### config.mk
export PLATFORM = sky130hd
export DESIGN_NAME = adder_pipe
export DESIGN_NICKNAME = d
export VERILOG_FILES = /design/src/rtl/adder_pipe.sv
export SDC_FILE = /design/constraint.sdc
export NUM_CORES = 1
export LEC_CHECK = 0
export ABC_AREA = 1
export BUFFER_PORTS_ARGS = -buffer_cell sky130_fd_sc_hd__buf_2
export CORE_MARGIN = 1.5
export CORE_UTILIZATION = 45
export DETAILED_ROUTE_END_ITERATION = 7
export GPL_ROUTABILITY_DRIVEN = 0
export HOLD_SLACK_MARGIN = 0.12
export PLACE_DENSITY_LB_ADDON = 0.3
export SLEW_MARGIN = 20
export SYNTH_ARGS = -nofsm -noshare
export SYNTH_HDL_FRONTEND = slang
export SYNTH_SLANG_ARGS = --single-unit
### constraint.sdc
create_clock -name clk -period 1.55 [get_ports clk]
set_input_delay 0.155 -clock clk [delete_from_list [all_inputs] [get_ports clk]]
set_output_delay 0.155 -clock clk [all_outputs]
set_load 0.02 [all_outputs]
### src/rtl/adder_pipe.sv
// rtl/adder_pipe.sv - two-stage pipelined adder/subtractor with valid/ready flow control and optional accumulator (ADDER_PIPE_ACCUM_EN)
module adder_pipe #(
    parameter int WIDTH = 8
) (
    input  logic             clk,
    input  logic             rst,
    input  logic             in_valid,
    output logic             in_ready,
    input  logic [WIDTH-1:0] a,
    input  logic [WIDTH-1:0] b,
    input  logic             cin,
    input  logic [1:0]       mode,
    output logic             out_valid,
    input  logic             out_ready,
    output logic [WIDTH-1:0] sum,
    output logic             cout,
    output logic             ovf
);

    localparam int LO = WIDTH / 2;
    localparam int HI = WIDTH - LO;

    // S1 state: high halves of the mapped operands plus the finished low half
    logic          s1_valid_q, s1_valid_d;
    logic [HI-1:0] s1_a_hi_q, s1_a_hi_d;
    logic [HI-1:0] s1_b_hi_q, s1_b_hi_d;
    logic [LO-1:0] s1_lo_q, s1_lo_d;
    logic          s1_c_q, s1_c_d;

    // S2 state: the registered result
    logic             s2_valid_q, s2_valid_d;
    logic [WIDTH-1:0] sum_q, sum_d;
    logic             cout_q, cout_d;
    logic             ovf_q, ovf_d;

`ifdef ADDER_PIPE_ACCUM_EN
    logic             s1_acc_q, s1_acc_d;
    logic             s1_clr_q, s1_clr_d;
    logic [WIDTH-1:0] acc_q, acc_d;
`endif

    logic [1:0]       mode_eff;
    logic [WIDTH-1:0] op_a, op_b;
    logic             c0;
    logic [LO:0]      lo_full;
    logic [HI:0]      hi_full;
    logic [WIDTH-1:0] res;
    logic             res_cout, res_ovf;
    logic             s2_adv, s1_adv, accept, acc_hazard;

    // Operand mapping per mode and the low-half partial sum feeding S1
    always_comb begin
`ifdef ADDER_PIPE_ACCUM_EN
        mode_eff = mode;
`else
        // Without the accumulator, mode[1] carries no meaning: 10 is add, 11 is sub
        mode_eff = mode & 2'b01;
`endif
        op_a = a;
        op_b = b;
        c0   = cin;
        case (mode_eff)
            2'b01: begin
                op_b = ~b;
                c0   = 1'b1;
            end
`ifdef ADDER_PIPE_ACCUM_EN
            2'b10: begin
                op_b = acc_q;
            end
            2'b11: begin
                // Read-and-clear: acc + 0 + 0 reproduces acc with no carry/overflow
                op_a = acc_q;
                op_b = '0;
                c0   = 1'b0;
            end
`endif
            default: begin
                op_a = a;
                op_b = b;
                c0   = cin;
            end
        endcase
        lo_full = {1'b0, op_a[LO-1:0]} + {1'b0, op_b[LO-1:0]} + {{LO{1'b0}}, c0};
    end

    // High-half completion in S2 using the carry saved in S1
    always_comb begin
        hi_full  = {1'b0, s1_a_hi_q} + {1'b0, s1_b_hi_q} + {{HI{1'b0}}, s1_c_q};
        res      = {hi_full[HI-1:0], s1_lo_q};
        res_cout = hi_full[HI];
        res_ovf  = (s1_a_hi_q[HI-1] == s1_b_hi_q[HI-1]) && (res[WIDTH-1] != s1_a_hi_q[HI-1]);
    end

    // Handshake and next-state for both stages and the accumulator
    always_comb begin
        s2_adv = !s2_valid_q || out_ready;
        s1_adv = s1_valid_q && s2_adv;
`ifdef ADDER_PIPE_ACCUM_EN
        // acc is only up to date once the acc op in S1 has reached S2
        acc_hazard = s1_valid_q && s1_acc_q && mode_eff[1];
`else
        acc_hazard = 1'b0;
`endif
        in_ready = !rst && (!s1_valid_q || s1_adv) && !acc_hazard;
        accept   = in_valid && in_ready;

        s1_valid_d = s1_valid_q;
        s1_a_hi_d  = s1_a_hi_q;
        s1_b_hi_d  = s1_b_hi_q;
        s1_lo_d    = s1_lo_q;
        s1_c_d     = s1_c_q;
        if (s1_adv) begin
            s1_valid_d = 1'b0;
        end
        if (accept) begin
            s1_valid_d = 1'b1;
            s1_a_hi_d  = op_a[WIDTH-1:LO];
            s1_b_hi_d  = op_b[WIDTH-1:LO];
            s1_lo_d    = lo_full[LO-1:0];
            s1_c_d     = lo_full[LO];
        end

        s2_valid_d = s2_valid_q;
        sum_d      = sum_q;
        cout_d     = cout_q;
        ovf_d      = ovf_q;
        if (s2_adv) begin
            s2_valid_d = s1_valid_q;
        end
        if (s1_adv) begin
            sum_d  = res;
            cout_d = res_cout;
            ovf_d  = res_ovf;
        end

`ifdef ADDER_PIPE_ACCUM_EN
        s1_acc_d = s1_acc_q;
        s1_clr_d = s1_clr_q;
        acc_d    = acc_q;
        if (accept) begin
            s1_acc_d = mode_eff[1];
            s1_clr_d = mode_eff[1] && mode_eff[0];
        end
        if (s1_adv && s1_acc_q) begin
            acc_d = s1_clr_q ? '0 : res;
        end
`endif
    end

    // State registers, cleared asynchronously
    always_ff @(posedge clk or posedge rst) begin
        if (rst) begin
            s1_valid_q <= 1'b0;
            s1_a_hi_q  <= '0;
            s1_b_hi_q  <= '0;
            s1_lo_q    <= '0;
            s1_c_q     <= 1'b0;
            s2_valid_q <= 1'b0;
            sum_q      <= '0;
            cout_q     <= 1'b0;
            ovf_q      <= 1'b0;
`ifdef ADDER_PIPE_ACCUM_EN
            s1_acc_q   <= 1'b0;
            s1_clr_q   <= 1'b0;
            acc_q      <= '0;
`endif
        end else begin
            s1_valid_q <= s1_valid_d;
            s1_a_hi_q  <= s1_a_hi_d;
            s1_b_hi_q  <= s1_b_hi_d;
            s1_lo_q    <= s1_lo_d;
            s1_c_q     <= s1_c_d;
            s2_valid_q <= s2_valid_d;
            sum_q      <= sum_d;
            cout_q     <= cout_d;
            ovf_q      <= ovf_d;
`ifdef ADDER_PIPE_ACCUM_EN
            s1_acc_q   <= s1_acc_d;
            s1_clr_q   <= s1_clr_d;
            acc_q      <= acc_d;
`endif
        end
    end

    assign out_valid = s2_valid_q;
    assign sum       = sum_q;
    assign cout      = cout_q;
    assign ovf       = ovf_q;

endmodule

* Word-level counts from Yosys, hierarchy flattened
Index checks and enable logic that the tools add are counted.
** Cells by class
- Add/subtract/negate cells :: 4
- Bitwise logic cells :: 1
- Mux-type cells :: 4
- Equality and inequality tests :: 2
- Reductions and logical operators :: 10
** Operators by type and width (number)
- 4-bit by 4-bit adder with 5-bit output :: 2
- 5-bit by 1-bit adder with 5-bit output :: 2
- 8-bit 2-to-1 mux :: 1
- 8-bit NOT :: 1
- 1-bit logical AND :: 4
- 1-bit zero test :: 3
- 1-bit 2-to-1 mux :: 3
- 1-bit logical OR :: 2
- 2-bit nonzero test :: 1
- 1-bit == test :: 1
- 1-bit inequality test :: 1
** Word-level totals
- Register bits :: 25
- Word-level logic and storage cells :: 30
- Output and inout port bits :: 12
- Input bits :: 23

* Depth between registers and ports, before layout
- Depth after elaboration :: 7
- Gate-level depth with buffers :: 8
- Depth with buffers taken out :: 7

* Worst setup path after synthesis
No wires, ideal clock.
- Path type :: input -> register
- Start point :: input port mode[0]
- End point :: register s1_c_q
- Cell stages on the path :: 8
- Library setup time :: 130 ps
- Data required time :: 1420 ps
- Path buffers :: 1
- Data arrival time :: 1690 ps
- Path slack :: -270 ps
- Path through :: buf_4 -> or2_2 -> fa_1 -> fa_1 -> nand2_1 -> nand2_1 -> a21oi_1 -> o21ai_0
** On the way
- Word-level cells in the longest chain between the ends :: 3
- Elaborated cells on any way between the ends :: 4
- Those cells by class :: 2 x add/sub; 2 x mux
** Ends and longest elaborated chain
- start: declaration :: line 12 : input logic [1:0] mode,
- 8-bit 2-to-1 mux :: line 62 : case (mode_eff)
- 4-bit by 4-bit adder with 5-bit output :: line 84 : lo_full = {1'b0, op_a[LO-1:0]} + {1'b0, op_b[LO-1:0]} + {{LO{1'b0}}, c0};
- 5-bit by 1-bit adder with 5-bit output (*) :: line 84
- end signal: assignment :: line 158 : s1_c_q <= 1'b0;
- end signal: assignment :: line 173 : s1_c_q <= s1_c_d;
- end: declaration :: line 28 : logic s1_c_q, s1_c_d;
Mark *: on every way between the ends. The rest lies on a longest branch, timed or not.
A chain may end at the register's enable or synchronous reset.

* Worst setup path in the final report
- Start point :: register s1_a_hi_q[0]
- End point :: register sum_q[5], in the netlist sum[5]
** On the way
- Word-level cells in the longest chain between the ends :: 2
** Ends and longest elaborated chain
- start: declaration :: line 25 : logic [HI-1:0] s1_a_hi_q, s1_a_hi_d;
- start signal: assignment :: line 170 : s1_a_hi_q <= s1_a_hi_d;
- 4-bit by 4-bit adder with 5-bit output :: line 89 : hi_full = {1'b0, s1_a_hi_q} + {1'b0, s1_b_hi_q} + {{HI{1'b0}}, s1_c_q};
- 5-bit by 1-bit adder with 5-bit output :: line 89
- end signal: assignment :: line 175 : sum_q <= sum_d;
- end: declaration :: line 32 : logic [WIDTH-1:0] sum_q, sum_d;
Every way passes these cells.

==> results.json <==
{
  "initialDrtViolationCount": 34,
  "globalRouteTotalUtil_pct": 16.65,
  "wl_per_cell_microns": 10.49,
  "yosysSeqAreaShare_pct": 45.41,
  "number_of_cells_on_the_worst_reg_to_reg_path": 4,
  "initial_core_util_pct": 48.70,
  "status": "completed",
  "insertedDiodeCount": 0,
  "number_of_optimization_iterations_in_the_first_detailed_route_pass": 4,
  "antenna_found_initial": 0,
  "critical_path.n_buffers_inverters": 1,
  "setup.worst_path.class": "register to register",
  "ios": 35,
  "totalWireLength_microns": 2328,
  "floorplan.rows": 19,
  "postLayoutCoreUtil_pct": 58.91,
  "max_fo_critical_path": 2,
  "syn-mean-instance-area_sq_um": 9.308,
  "final.min_clock_period_ns": 1.510,
  "cts-htree-levels": 1,
  "post_synthesis_register_bit_count": 25,
  "synth.lib_cells_used.distinct": 22,
  "route.detailed.vias_per_inst": 4.775,
  "cp_slowest_cell": "sky130_fd_sc_hd__dfrtp_1",
  "power_report.internal_total_mw": 1.226,
  "crit_cells": 4,
  "report.final.setup_viol": 0,
  "yosys_warnings": 0,
  "worst_vdd_drop_uv": 449.3,
  "synth.top_cell.area_share_pct": 45.41,
  "power.switching_fraction_pct": 37.08,
  "area.growth.synth_to_final_pct": 20.98,
  "port_buffer_count": 33,
  "die_h_microns": 58.33,
  "sinks_on_the_clock_net": 25,
  "max_freq_ghz": 0.6622,
  "static-leakage-power_nw": 0.8952,
  "final-hold-violation-count": 0,
  "final_design_area_no_fill_sq_um": 1667,
  "cellPowerDensity_nw_per_um2": 1169,
  "cts_tree": "yes",
  "first_global_vias": 1041,
  "slew-limit-headroom_pct": 80.11,
  "syn_inst": 148,
  "antenna_left": 0,
  "clock_path_buffers": 2,
  "maximum_number_of_pins_on_one_net_before_global_route_repair": 26,
  "die_area_sq_um": 3402,
  "power.total_mw": 1.948,
  "critical_path.top_delay_family": "adder cells",
  "critPathCaptureType": "register",
  "netlist_top_cells_area": "sky130_fd_sc_hd__dfrtp_1 45%, sky130_fd_sc_hd__nand2_1 13%, sky130_fd_sc_hd__fa_1 5.8%, sky130_fd_sc_hd__ha_1 5.4%, sky130_fd_sc_hd__inv_1 4.4%",
  "worst-endpoint-required_ns": 1.80,
  "netlist_area_sq_um": 1378,
  "worst_path_largest_cell_delay_ns": 0.43,
  "postPlaceCellArea_sq_um": 1580,
  "layout.filler_cells": 255,
  "pwr-share-seq_pct": 47.1,
  "drc": 0,
  "dr_total_vias": 1060,
  "core_area_sq_um": 2829,
  "hp-class": "input port to register",
  "cts.reportedPaths.clkPinSlew_ns": 0.12,
  "final_layout_size_suffix_gt1_share_pct": 30.89,
  "rsz0062_at_grt": "yes",
  "worstPathArrival_ns": 1.76,
  "hpwlAfterDp_microns": 1850,
  "dieWidth_microns": 58.33,
  "maxSlewViolCount": 0,
  "cp_cell_sequence": "fa_2 -> inv_1 -> fa_1 -> o21ai_1",
  "cp-start-kind": "register",
  "max_cap_viol_count": 0,
  "fin_crit_sh_pct": 97.43,
  "share_comb_of_total_power_pct": 38.5,
  "min_path_cells": 3,
  "first_pass_grt_wire_length_microns": 4347,
  "layout.nets": 225,
  "worst-slew-pin-transition_ns": 0.2983,
  "clock_insertion_delay_worst_skew_ns": 0.31,
  "synth_fp_nets": 181,
  "tritoncts.num_buffers": 3,
  "fin_worst_skew_ns": 0.002661,
  "grt.overflow.total": 0,
  "switching_power_mw": 0.7223,
  "setup_tns_ns": 0,
  "pwr-share-clk_pct": 14.4,
  "synthDominantAreaCellType": "sky130_fd_sc_hd__dfrtp_1",
  "ctsRootBufferMaster": "sky130_fd_sc_hd__clkbuf_4"
}
-- kinds of logic after synthesis --
group	after synthesis	share of synthesized area [%]
AO/OA/AOI/OAI	15	6.812
XOR/XNOR	10	6.358
adder cells (fa/ha/maj)	10	11.26
buffers and inverters	19	7.176
flip-flops	25	45.41
AND/OR/NAND/NOR	69	22.98
-- synth_stat cells, drive strengths merged --
cell type,number
nand2,54
dfrtp,25
inv,16
o21ai,13
nand3,10
ha,6
xnor2,5
xor2,5
fa,4
buf,3
nor2,3
a21oi,2
nand4,1
or2,1
-- registers in the layout, summed over array words and instances (netlist names) --
signal	cells
sum	8
s1_a_hi_q	4
s1_b_hi_q	4
s1_lo_q	4
cout	1
out_valid	1
ovf	1
s1_c_q	1
s1_valid_q	1
-- area by class of cell --
| class | instances | area (sq um) | area share, % |
|---|---|---|---|
| Clock buffer | 4 | 26.28 | 1.577 |
| Timing Repair Buffer | 42 | 245.2 | 14.71 |
| Tap cell | 31 | 38.79 | 2.327 |
| Inverter | 16 | 60.06 | 3.604 |
| Sequential cell | 25 | 625.6 | 37.54 |
| Multi-Input combinational cell | 104 | 670.6 | 40.24 |
-- through the flow --
stage               cells  hold slack, ns  setup slack [ns]
finish                222          0.1293           0.03991
global route          222          0.1271         -0.009342
CTS                   222          0.1293           0.04301
detailed placement    212          0.3636           -0.1575
global placement      212          0.3505           -0.1344
floorplan             148          0.2296          -0.08824
-- worst paths after layout --
| check | startpoint | endpoint | slack, ns |
|---|---|---|---|
| max in group asynchronous | rst | s1_c_q | 0.75 |
| worst min-delay path | b[4] | s1_b_hi_q[0] | 0.13 |
| worst max register to register | s1_a_hi_q[0] | sum[5] | 0.04 |
| worst min register to register | sum[3] | sum[3] | 0.49 |
| min in group asynchronous | rst | sum[7] | 0.58 |
| worst max-delay path | s1_a_hi_q[0] | sum[5] | 0.04 |
-- worst min-delay path: cells and delay by family --
family	cells	cell delay, ns
AO/OA/AOI/OAI	1	0.06
XOR/XNOR	1	0.12
buffers and inverters	1	0.08
-- repair_timing --
| item | in CTS | in global routing |
|---|---|---|
| hold endpoints to repair | 29 | 0 |
| resized for setup | 1 | 1 |
| setup buffers | 1 | 0 |
| endpoints found under the setup margin | 1 | 2 |
| pin swaps | 0 | 0 |
| hold buffers | 5 | 0 |
-- power groups by stage --
stage / combinational, mW / clock, mW / sequential (mW)
2_1_floorplan: 0.394 / 0 / 1.06
3_3_place_gp: 0.725 / 0 / 0.922
3_5_place_dp: 0.738 / 0 / 0.931
4_1_cts: 0.758 / 0.283 / 0.919
5_1_grt: 0.851 / 0.312 / 0.936
6_report: 0.751 / 0.280 / 0.917
-- placed cells by master, fill, tap and decap left out, drive strengths merged --
cell,n
nand2,54
nor2,3
or2,1
dlygate4sd3,5
xnor2,5
fa,4
inv,16
dfrtp,25
nand3,10
nand4,1
clkbuf,4
ha,6
xor2,5
a21oi,2
buf,37
o21ai,13
-- per-layer routing --
layer | global-route usage, % | wire length, microns | vias to the layer above
met5 | 0 | 0 | -
li1 | - | - | 554
met1 | 22.32 | 1070 | 473
met3 | 1.319 | 109 | 4
met2 | 26.97 | 1092 | 29
met4 | 8.970 | 56 | 0
Note: power is estimated with default switching activity, not from simulation.
